`src/rtl/oculink_port_mgr_if.sv`:
```
// Per-port OCuLink sideband bundle between the board pins / VIO / PCIe cores
// and the port manager. Every vector carries one bit (or field) per port.
//   cprsnt          raw presence pins (asynchronous)
//   user_lnk_up     link-up from each PCIe core
//   finished_config configurator done (level)
//   failed_config   configurator failed (level)
//   force_perst     manual PERST# override
//   restart         pulse that releases a port from FAIL
//   perst_n         PERST# to the connector, active-low
//   start_config    single-cycle configurator kick
//   port_up         port fully up
//   port_state      3-bit state code per port
//   retry_cnt       4-bit failure count per port
// slave is the manager side, master is the board/system side.
interface oculink_port_mgr_if #(
  parameter int NUM_PORTS = 2
);
  logic [NUM_PORTS-1:0]   cprsnt;
  logic [NUM_PORTS-1:0]   user_lnk_up;
  logic [NUM_PORTS-1:0]   finished_config;
  logic [NUM_PORTS-1:0]   failed_config;
  logic [NUM_PORTS-1:0]   force_perst;
  logic [NUM_PORTS-1:0]   restart;
  logic [NUM_PORTS-1:0]   perst_n;
  logic [NUM_PORTS-1:0]   start_config;
  logic [NUM_PORTS-1:0]   port_up;
  logic [3*NUM_PORTS-1:0] port_state;
  logic [4*NUM_PORTS-1:0] retry_cnt;

  modport slave (
    input  cprsnt, user_lnk_up, finished_config, failed_config, force_perst, restart,
    output perst_n, start_config, port_up, port_state, retry_cnt
  );

  modport master (
    output cprsnt, user_lnk_up, finished_config, failed_config, force_perst, restart,
    input  perst_n, start_config, port_up, port_state, retry_cnt
  );
endinterface

```
`src/rtl/oculink_port_mgr.sv`:
```
// Root-port OCuLink bring-up sequencer: one independent FSM per port that
// debounces card presence, holds PERST#, waits for link-up with timeout and
// retry, kicks the configurator and reports status.
// Ports:
//   user_clk  sole clock, rising edge
//   reset     synchronous, active-high
//   bus       oculink_port_mgr_if.slave, per-port sideband bundle
//
// state      | code | meaning
// IDLE       | 0    | no card, or waiting for presence
// DEBOUNCE   | 1    | card seen, counting stable-present cycles
// PERST_HOLD | 2    | PERST# asserted for a fixed time
// WAIT_LINK  | 3    | PERST# released, waiting for user_lnk_up
// CONFIG     | 4    | configurator kicked, waiting for done/fail
// UP         | 5    | link up and configured
// FAIL       | 6    | retries exhausted, waiting for restart
// FORCED     | 7    | PERST# forced by force_perst
module oculink_port_mgr #(
  parameter int NUM_PORTS         = 2,
  parameter int CNT_W             = 24,
  parameter int DEBOUNCE_CYC      = 1000000,
  parameter int PERST_CYC         = 250000,
  parameter int LINK_TIMEOUT_CYC  = 12500000,
  parameter int MAX_RETRY         = 3,
  parameter int CPRSNT_ACTIVE_LOW = 1
) (
  input logic               user_clk,
  input logic               reset,
  oculink_port_mgr_if.slave bus
);

  typedef enum logic [2:0] {
    IDLE       = 3'd0,
    DEBOUNCE   = 3'd1,
    PERST_HOLD = 3'd2,
    WAIT_LINK  = 3'd3,
    CONFIG     = 3'd4,
    UP         = 3'd5,
    FAIL       = 3'd6,
    FORCED     = 3'd7
  } state_t;

  // Timers count down from CYC-1 loaded on entry; terminal count is zero.
  localparam logic [CNT_W-1:0] LD_DEB   = CNT_W'(DEBOUNCE_CYC - 1);
  localparam logic [CNT_W-1:0] LD_PERST = CNT_W'(PERST_CYC - 1);
  localparam logic [CNT_W-1:0] LD_LINK  = CNT_W'(LINK_TIMEOUT_CYC - 1);
  localparam logic [3:0]       RETRY_LIM = 4'(MAX_RETRY);
  // Pin level meaning "no card"; also the synchroniser reset value so a
  // port never sees a phantom card right after reset.
  localparam logic             ABSENT   = (CPRSNT_ACTIVE_LOW != 0);

  function automatic logic [CNT_W-1:0] load_for(state_t s);
    case (s)
      DEBOUNCE:   return LD_DEB;
      PERST_HOLD: return LD_PERST;
      WAIT_LINK:  return LD_LINK;
      default:    return '0;
    endcase
  endfunction

  logic [NUM_PORTS-1:0]   perst_v;
  logic [NUM_PORTS-1:0]   start_v;
  logic [NUM_PORTS-1:0]   up_v;
  logic [3*NUM_PORTS-1:0] state_v;
  logic [4*NUM_PORTS-1:0] retry_v;

  for (genvar i = 0; i < NUM_PORTS; i++) begin : g_port
    logic [1:0]       sync_q;
    logic             present_s;
    logic             tc;
    logic             fail_ev;
    state_t           state_q, state_d;
    logic [CNT_W-1:0] timer_q;
    logic [3:0]       retry_q, retry_d, retry_inc;
    logic             perst_q, start_q, up_q;

    assign present_s = sync_q[1] ^ ABSENT;
    assign tc        = (timer_q == '0);
    assign retry_inc = (retry_q == 4'hf) ? retry_q : retry_q + 4'd1;

    always_comb begin
      state_d = state_q;
      retry_d = retry_q;
      fail_ev = 1'b0;
      if (bus.force_perst[i]) begin
        state_d = FORCED;
      end else if (state_q == FORCED) begin
        state_d = IDLE;
      end else if (!present_s) begin
        state_d = IDLE;
        retry_d = '0;
      end else begin
        case (state_q)
          IDLE:       state_d = DEBOUNCE;
          DEBOUNCE:   if (tc) state_d = PERST_HOLD;
          PERST_HOLD: if (tc) state_d = WAIT_LINK;
          WAIT_LINK: begin
            if (bus.user_lnk_up[i]) state_d = CONFIG;
            else if (tc)            fail_ev = 1'b1;
          end
          // Link drop and failed_config both outrank finished_config.
          CONFIG: begin
            if (!bus.user_lnk_up[i] || bus.failed_config[i]) fail_ev = 1'b1;
            else if (bus.finished_config[i])                 state_d = UP;
          end
          UP:         if (!bus.user_lnk_up[i]) state_d = PERST_HOLD;
          FAIL: begin
            if (bus.restart[i]) begin
              state_d = IDLE;
              retry_d = '0;
            end
          end
          default:    state_d = IDLE;
        endcase
        if (fail_ev) begin
          retry_d = retry_inc;
          state_d = (retry_inc >= RETRY_LIM) ? FAIL : PERST_HOLD;
        end
        if (state_d == UP && state_q != UP) retry_d = '0;
      end
    end

    always_ff @(posedge user_clk) begin
      if (reset) begin
        sync_q  <= {2{ABSENT}};
        state_q <= IDLE;
        timer_q <= '0;
        retry_q <= '0;
        perst_q <= 1'b0;
        start_q <= 1'b0;
        up_q    <= 1'b0;
      end else begin
        sync_q  <= {sync_q[0], bus.cprsnt[i]};
        state_q <= state_d;
        retry_q <= retry_d;
        if (state_d != state_q) timer_q <= load_for(state_d);
        else if (!tc)           timer_q <= timer_q - 1'b1;
        // Outputs registered from the next state so they line up with state_q.
        perst_q <= (state_d inside {WAIT_LINK, CONFIG, UP});
        start_q <= (state_d == CONFIG) && (state_q != CONFIG);
        up_q    <= (state_d == UP);
      end
    end

    assign perst_v[i]         = perst_q;
    assign start_v[i]         = start_q;
    assign up_v[i]            = up_q;
    assign state_v[3*i +: 3]  = state_q;
    assign retry_v[4*i +: 4]  = retry_q;
  end

  assign bus.perst_n      = perst_v;
  assign bus.start_config = start_v;
  assign bus.port_up      = up_v;
  assign bus.port_state   = state_v;
  assign bus.retry_cnt    = retry_v;

endmodule

```
`src/flat_wrapper.sv`:
```
// flat-port wrapper written by rule: the top's interface ports become plain ports
module oculink_port_mgr_flat 
#(
  parameter int NUM_PORTS         = 2,
  parameter int CNT_W             = 24,
  parameter int DEBOUNCE_CYC      = 1000000,
  parameter int PERST_CYC         = 250000,
  parameter int LINK_TIMEOUT_CYC  = 12500000,
  parameter int MAX_RETRY         = 3,
  parameter int CPRSNT_ACTIVE_LOW = 1
)
  (user_clk, reset, bus_cprsnt, bus_user_lnk_up, bus_finished_config, bus_failed_config, bus_force_perst, bus_restart, bus_perst_n, bus_start_config, bus_port_up, bus_port_state, bus_retry_cnt);
  oculink_port_mgr_if #(.NUM_PORTS(NUM_PORTS)) bus_i ();
  input logic user_clk;
  input logic reset;
  input wire logic [$bits(bus_i.cprsnt)-1:0] bus_cprsnt;
  input wire logic [$bits(bus_i.user_lnk_up)-1:0] bus_user_lnk_up;
  input wire logic [$bits(bus_i.finished_config)-1:0] bus_finished_config;
  input wire logic [$bits(bus_i.failed_config)-1:0] bus_failed_config;
  input wire logic [$bits(bus_i.force_perst)-1:0] bus_force_perst;
  input wire logic [$bits(bus_i.restart)-1:0] bus_restart;
  output wire logic [$bits(bus_i.perst_n)-1:0] bus_perst_n;
  output wire logic [$bits(bus_i.start_config)-1:0] bus_start_config;
  output wire logic [$bits(bus_i.port_up)-1:0] bus_port_up;
  output wire logic [$bits(bus_i.port_state)-1:0] bus_port_state;
  output wire logic [$bits(bus_i.retry_cnt)-1:0] bus_retry_cnt;
  assign bus_i.cprsnt = bus_cprsnt;
  assign bus_i.user_lnk_up = bus_user_lnk_up;
  assign bus_i.finished_config = bus_finished_config;
  assign bus_i.failed_config = bus_failed_config;
  assign bus_i.force_perst = bus_force_perst;
  assign bus_i.restart = bus_restart;
  assign bus_perst_n = bus_i.perst_n;
  assign bus_start_config = bus_i.start_config;
  assign bus_port_up = bus_i.port_up;
  assign bus_port_state = bus_i.port_state;
  assign bus_retry_cnt = bus_i.retry_cnt;
  oculink_port_mgr #(.NUM_PORTS(NUM_PORTS), .CNT_W(CNT_W), .DEBOUNCE_CYC(DEBOUNCE_CYC), .PERST_CYC(PERST_CYC), .LINK_TIMEOUT_CYC(LINK_TIMEOUT_CYC), .MAX_RETRY(MAX_RETRY), .CPRSNT_ACTIVE_LOW(CPRSNT_ACTIVE_LOW)) u_core (.user_clk(user_clk), .reset(reset), .bus(bus_i));
endmodule
```
`config.mk`:
```
export PLATFORM = sky130hd
export DESIGN_NAME = oculink_port_mgr_flat
export DESIGN_NICKNAME = d
export VERILOG_FILES = /design/src/rtl/oculink_port_mgr_if.sv /design/src/rtl/oculink_port_mgr.sv /design/src/flat_wrapper.sv
export SDC_FILE = /design/constraint.sdc
export NUM_CORES = 1
export LEC_CHECK = 0
export CELL_PAD_IN_SITES_DETAIL_PLACEMENT = 1
export CELL_PAD_IN_SITES_GLOBAL_PLACEMENT = 2
export CORE_ASPECT_RATIO = 0.7
export CORE_UTILIZATION = 39
export DETAILED_ROUTE_END_ITERATION = 10
export PLACE_DENSITY_LB_ADDON = 0.1
export SYNTH_ARGS = -nofsm -noshare
export SYNTH_HDL_FRONTEND = slang
export SYNTH_SLANG_ARGS = --single-unit
```
`constraint.sdc`:
```
create_clock -name user_clk -period 6.3 [get_ports user_clk]
set_input_delay 1.575 -clock user_clk [delete_from_list [all_inputs] [get_ports user_clk]]
set_output_delay 1.575 -clock user_clk [all_outputs]
set_load 0.1 [all_outputs]
```
==> results.toml <==
[run_status]
status = "finished clean"

[die]
design.die.area_mm2 = 0.0119
die_h_um = 91.6
die_w_um = 130
start_util = 0.403
core_mm2 = 0.0111
rows = 32
io_pins = 34

[logic_synthesis]
synth_xor_area_frac = 0.0842
synth_area_mm2 = 0.00447
synth_top_area_share = 0.322
ys_seq_area_frac = 0.322
yosys.area_share.simple = 0.284
synthAdderAreaFrac = 0.0112
ys_seq_elements = 72
synth_edf_count = 0
yosysTopAreaCell = "dfxtp_1"
synthMuxAreaShare = 0.0159
syn_avg_cell_area_um2 = 8.44
synth_top_family_by_area = "simple AND/OR/NAND/NOR gates"
synthTopCellsByArea = "dfxtp_1 (32%), xnor2_1 (5.9%), nor2_1 (3.8%)"
synthDistinctLibCells = 76
yosysWarnings = 0
synth_fp_nets = 548
synth_top_flop_cell = "dfxtp_1"
syn_inst = 530
synth_compound_area_frac = 0.232
ys_async_sr_fraction = 0

[final_layout]
layout_commonest_cell = "dfxtp_1"
num_antenna_cells = 0
fin_cells = 701
fill_cells = 1318
final_area_mm2 = 0.00515
area_growth_pct = 15.2
drive_gt1_frac = 0.0894
final_cell_mix = "dfxtp_1 (72), nor2_1 (45), clkdlybuf4s50_1 (33)"
nets = 561

[timing]
rsz0062_at_grt = "no"
worst_pin_slew_ns = 1.09
fmax_mhz = 215
setup_viol_count_final = 0
fin_tns_setup_ns = 0
fin_worst_skew_ns = 0.00724
finalCriticalPeriod_ns = 4.66
hold-worst-slack_ns = 0.407
hold_viol_final = 0
drv_slew = 0
max_slew_margin = 0.267
period_share = 0.739

[global_route]
first_global_vias = 4069
grtUsageMet2 = 0.327
globalRouteTotalUtil = 0.238
grt_max_degree = 35
use_met1 = 0.376
met3_usage = 0.0442
grt_busiest_layer = "met1"
grt-ovfl-total = 0
antenna_found_initial = 0
grt_pass1_wl_um = 22000

[clock_tree]
cts-root-buf = "clkbuf_16"
cts_buffers = 9
cts.sinks = 72
clk_latency_ns = 0.33
clockBufferDepth = 2
clkSlewWorstSetupHoldPaths_ns = 0.06
post_cts_buffers = 0
htreeDepth = 3
tritoncts = "done"
cts_hold_buf = 0
cts_resized = 0

[routing]
wire_per_inst_um = 19.6
antenna_left = 0
vias = 4212
wl_um = 13700
drc_errors = 0
vias_per_cell = 6.01
drt_iter0_markers = 228
first_pass_iters = 4

[worst_hold_path]
min_path_type = "reg -> reg"
hold_path_depth = 1

[power_and_ir_drop]
p_total_mw = 2.33
cellPowerDensity_mw_per_mm2 = 452
irDropWorstVdd_mv = 0.252
p_leak_nw = 1.87

[setup_path]
path_buf_inv = 1
cp.required_ns = 6.46
worstSetupPathType = "in -> reg"
r2r-end = "u_core.g_port[1].timer_q[7]$_SDFFE_PP0P_"
cp-end-kind = "flip-flop"
timing.rr.start = "u_core.g_port[1].state_q[2]$_SDFF_PP0_"
cpPeakStageDelay_ns = 0.88
arrival_ns = 4.82
worst_r2r_path_depth = 7
crit_chain = "clkdlybuf4s50_1 -> nor4bb_1 -> and4_1 -> a21oi_1 -> o221a_2 -> o2111a_2 -> nor3_2 -> o32ai_1"
r2r_slack_ns = 2.50
slowest_stage = "nor3_2"
crit_fanout = 15
cp.depth = 8
endpoint = "u_core.g_port[0].timer_q[23]$_SDFFE_PP0P_"
startpoint_type = "input port"
critical-path-top-delay-family = "simple AND/OR/NAND/NOR gates"
crit_start = "bus_user_lnk_up[0]"

[placed_design]
place_hpwl_um = 9920
io_buffers = 33
gp_congestion = 0.820
place_area_mm2 = 0.00485
dpl.cell_count = 685

[run]
cap_viol_max_count = 0
[metrics by stage]
stage          utilization  setup WS, ns
2_1_floorplan            -          2.57
3_3_place_gp         0.437          1.57
3_5_place_dp         0.437          1.36
4_1_cts              0.465          1.73
5_1_grt              0.465          1.51
6_report             0.465          1.64
[per-layer routing]
metal | vias to the layer above | wire (um)
li1 | 2030 | -
met1 | 2080 | 7420
met2 | 97 | 5650
met3 | 5 | 573
met4 | 0 | 63
met5 | - | 0
[cells by family (layout without fill, tap and decap cells)]
group / after synthesis / after routing
simple gates: 217 / 217
compound gates: 138 / 138
flops: 72 / 72
buf+inv: 49 / 67
xor+xnor: 43 / 43
mux: 7 / 7
fa+ha+maj: 4 / 4
[cells in the mapped netlist, types with 10 or more instances]
library cell and instances:
nor4_1 10, a21oi_1 23, dfxtp_1 72, nand3_1 10, nor2_1 45, o21ai_0 10
o32ai_1 12, o22ai_1 10, nand2_1 26, inv_1 16, xnor2_1 30, o31ai_1 17
or3_1 11, xor2_1 13, nor3_1 31, clkbuf_1 18
[worst min-delay path by stage]
| stage | start | endpoint | slack, ns |
|---|---|---|---|
| final | u_core.g_port[0].sync_q[0]$_SDFF_PP1_ | u_core.g_port[0].sync_q[1]$_SDFF_PP1_ | 0.41 |
| after global routing | u_core.g_port[1].sync_q[0]$_SDFF_PP1_ | u_core.g_port[1].sync_q[1]$_SDFF_PP1_ | 0.42 |
| after CTS | u_core.g_port[0].sync_q[0]$_SDFF_PP1_ | u_core.g_port[0].sync_q[1]$_SDFF_PP1_ | 0.41 |
| after detailed placement | u_core.g_port[0].sync_q[0]$_SDFF_PP1_ | u_core.g_port[0].sync_q[1]$_SDFF_PP1_ | 0.40 |
| after global placement | u_core.g_port[1].sync_q[0]$_SDFF_PP1_ | u_core.g_port[1].sync_q[1]$_SDFF_PP1_ | 0.39 |
| after floorplan | u_core.g_port[0].sync_q[0]$_SDFF_PP1_ | u_core.g_port[0].sync_q[1]$_SDFF_PP1_ | 0.39 |
[power by group]
group	leakage [nW]	switching (mW)	internal (mW)	total (mW)
Clock	0.148	0.202	0.327	0.529
Combinational	1.13	0.758	0.468	1.23
Sequential	0.585	0.0675	0.505	0.572
[layout make-up]
cell class | instances | area [um^2] | share of cell area
multi-input combinational | 409 | 2810 | 0.545
sequential | 72 | 1440 | 0.280
timing repair buffer | 35 | 345 | 0.0670
clock buffer | 11 | 253 | 0.0490
tap | 153 | 191 | 0.0371
inverter | 16 | 60.1 | 0.0117
clock inverter | 5 | 55.1 | 0.0107
[registers in the layout (all words and copies together) (netlist names)]
signal,flops
u_core.g_port.retry_q,8
u_core.g_port.perst_q,2
u_core.g_port.state_q,6
u_core.g_port.timer_q,48
u_core.g_port.up_q,2
u_core.g_port.sync_q,4
u_core.g_port.start_q,2
Power figures use the tool's default switching activity.
==> edit, RTL diff (same flow settings) <==
`NUM_PORTS` is set to 2 in 3 places; all go to 4.
--- a/src/rtl/oculink_port_mgr_if.sv
+++ b/src/rtl/oculink_port_mgr_if.sv
@@ -13,7 +13,7 @@
 //   retry_cnt       4-bit failure count per port
 // slave is the manager side, master is the board/system side.
 interface oculink_port_mgr_if #(
-  parameter int NUM_PORTS = 2
+  parameter int NUM_PORTS = 4
 );
   logic [NUM_PORTS-1:0]   cprsnt;
   logic [NUM_PORTS-1:0]   user_lnk_up;
--- a/src/rtl/oculink_port_mgr.sv
+++ b/src/rtl/oculink_port_mgr.sv
@@ -16,7 +16,7 @@
 // FAIL       | 6    | retries exhausted, waiting for restart
 // FORCED     | 7    | PERST# forced by force_perst
 module oculink_port_mgr #(
-  parameter int NUM_PORTS         = 2,
+  parameter int NUM_PORTS         = 4,
   parameter int CNT_W             = 24,
   parameter int DEBOUNCE_CYC      = 1000000,
   parameter int PERST_CYC         = 250000,
--- a/src/flat_wrapper.sv
+++ b/src/flat_wrapper.sv
@@ -1,7 +1,7 @@
 // flat-port wrapper written by rule: the top's interface ports become plain ports
 module oculink_port_mgr_flat 
 #(
-  parameter int NUM_PORTS         = 2,
+  parameter int NUM_PORTS         = 4,
   parameter int CNT_W             = 24,
   parameter int DEBOUNCE_CYC      = 1000000,
   parameter int PERST_CYC         = 250000,
Ports: changed (11 resized); port bits go from 34 to 66. The function was not compared with the original's and may differ.
==> edit against the unedited design <==
- the run now ends with DRC left
- sequential cell count rose by 72
- setup slack better by 0.054 ns
- critical endpoint is now u_core.g_port[2].timer_q[0]$_SDFFE_PP0P_
- largest power group unchanged
- total power grew 100%
- first-iteration DRC count rose by 110%
- critical path type unchanged
- highest routed layer unchanged
- non-clock buffer count grew 33
- synthesized area rose by 92%
- combinational power rose by 100%
- routed wire length up 83%
- design area up 91%
==> edit: results (changes against the unedited design) <==
CTS
  – Clock Path Buffers: 2 (unchanged)
  – CTS H-tree depth: 4 (was 3)
  – CTS Buf Count: 17 (was 9)
  – Post-CTS Resized: 0 (unchanged)
  – Clock slew at reported path FFs: 0.06 ns (about the same)
  – Postcts setup bufs: 0 (unchanged)
  – Root Buffer: clkbuf_16 (unchanged)
  – Clock latency at the later pin of the worst-skew pair: 0.44 ns (was 0.33 ns)

Route
  – DRC viols: 3 (was 0)
  – Final Routed Wirelength: 25100 µm (was 13700 µm)
  – Vias per cell: 5.79 (was 6.01)
  – DRT iter0 DRCs: 484 (was 228)
  – DRT Pass-1 Iters: 8 (was 4)

Power
  – Static leakage: 3.65 nW (was 1.87 nW)
  – VDD IR max: 0.000246 V (was 0.000252 V)

STA
  – Slew Limit Headroom: 30.0% (was 26.7%)
  – Clock Skews: 0.00760 ns (was 0.00724 ns)

Critical path
  – CP delay by family, top: compound AO/OA/AOI/OAI gates (was simple AND/OR/NAND/NOR gates)
  – Worst path slowest cell: clkdlybuf4s50_1 (was nor3_2)
  – Max incr delay on CP: 0.65 ns (was 0.88 ns)
  – Worst-path maximum fanout: 15 (unchanged)
  – CP arrival: 4.93 ns (was 4.82 ns)

Cells and area
  – N_diodes: 0 (unchanged)
  – Top flop regs: u_core.g_port.timer_q x96, u_core.g_port.retry_q x16, u_core.g_port.state_q x12 (was u_core.g_port.timer_q x48, u_core.g_port.retry_q x8, u_core.g_port.state_q x6)
  – Fin cells: 1382 (was 701)
  – Layout cell share with drive strength beyond 1: 7.36% (was 8.94%)
  – Net count, final: 1123 (was 561)

Yosys
  – Synthesized Nets: 1104 (was 548)
  – YS warnings: 0 (unchanged)
  – Post-synth top cells: dfxtp_1, nand2_1, nor2_1 (was dfxtp_1, nor2_1, nor3_1)
  – Top post-synthesis cells by area: dfxtp_1, xnor2_1, a21oi_1 (was dfxtp_1, xnor2_1, nor2_1)
  – Cell variety after synth: 92 (was 76)
  – Mean Syn Cell Area: 8.05 µm² (was 8.44 µm²)
  – Async set-or-reset flop fraction in the synthesized netlist: 0% (unchanged)
  – Register area share after synthesis: 33.5% (was 32.2%)

GRT
  – Vias in the first global route: 7657 (was 4069)
  – Global-route wire length before repair: 41600 µm (was 22000 µm)
  – Total GRT Usage: 22.6% (was 23.8%)
  – Largest net degree at the start of global routing: 37 (was 35)
  – Initial antenna violation count: 0 (unchanged)

Placed design
  – Routability Congestion: 0.821 (was 0.820)
  – PortBufs: 65 (was 33)
  – Hpwl dp: 17700 µm (was 9920 µm)
  – Area after DPL: 9290 µm² (was 4850 µm²)

Outcome
  – Status: complete, but fails checks (was finished clean)
  – Failing checks: DRC

Hold path
  – Worst min path class: flop to flop (unchanged)
## edit: cell count changes after synthesis, sizes merged, moves of 24 or more
cell   delta
dfxtp    +72
o21ai    +65
nand2    +61
a21oi    +53
nor2     +43
xor2     +24
## edit: cell type report
| class | instances | area (µm²) |
|---|---|---|
| Sequential cell | 144 | 2880 |
| Tap cell | 282 | 353 |
| Multi-Input combinational cell | 829 | 5280 |
| Clock inverter | 10 | 115 |
| Fill cell | 2571 | 11800 |
| Timing Repair Buffer | 68 | 668 |
| Inverter | 29 | 109 |
| Clock buffer | 20 | 447 |
## edit: per-stage QoR
step,worst slack (ns),power [mW],hold slack [ns]
2_1_floorplan,2.27,3.19,0.389
3_3_place_gp,1.45,3.65,0.393
3_5_place_dp,1.33,3.67,0.399
4_1_cts,1.78,4.71,0.414
5_1_grt,1.49,5.06,0.423
6_report,1.70,4.68,0.411
## edit: metal layers
metal / vias to the layer above / track usage [%] / wire, µm
li1: 3956 / - / -
met1: 3924 / 34.2 / 13700
met2: 102 / 33.0 / 10600
met3: 13 / 3.90 / 692
met4: 0 / 4.82 / 151
met5: - / 0 / 0
## edit: worst reg2reg max path: stages, from the launching register on
cell and delay, ns:
dfxtp_1 0.46, ha_1 0.30, a21bo_2 0.24, a2111oi_0 0.85, a221oi_1 0.28, nor3_2 0.41, a21oi_1 0.13, nor2_1 0.40
buf_4 0.30, nand2_1 0.18, o21ai_0 0.31
## edit: worst paths after layout
check	startpoint	to	slack (ns)	depth (start not counted)
hold reg to reg	u_core.g_port[3].sync_q[0]$_SDFF_PP1_	u_core.g_port[3].sync_q[1]$_SDFF_PP1_	0.41	1
hold / removal	u_core.g_port[3].sync_q[0]$_SDFF_PP1_	u_core.g_port[3].sync_q[1]$_SDFF_PP1_	0.41	1
setup / recovery	bus_user_lnk_up[2]	u_core.g_port[2].timer_q[0]$_SDFFE_PP0P_	1.70	9
setup reg to reg	u_core.g_port[3].retry_q[0]$_SDFFE_PP0P_	u_core.g_port[3].timer_q[14]$_SDFFE_PP0P_	2.35	10
## edit: logic make-up (layout without fill, tap and decap cells)
group                      count (synthesis)  after routing  synth area share [%]
adders and majority gates                  8              8                  1.16
and+or+nand+nor                          438            438                  28.0
DFF                                      144            144                  33.5
buffers and inverters                     97            127                  5.17
AOI/OAI and AO/OA                        290            290                  22.5
muxes                                      9              9                  1.09
xor gates and xnor gates                  84             84                  8.63
## edit: power breakdown
group	leakage, nW	internal, mW	switching, mW
clock network	0.268	0.587	0.410
registers	1.17	1.04	0.164
logic	2.21	0.969	1.50
total	3.65	2.60	2.08
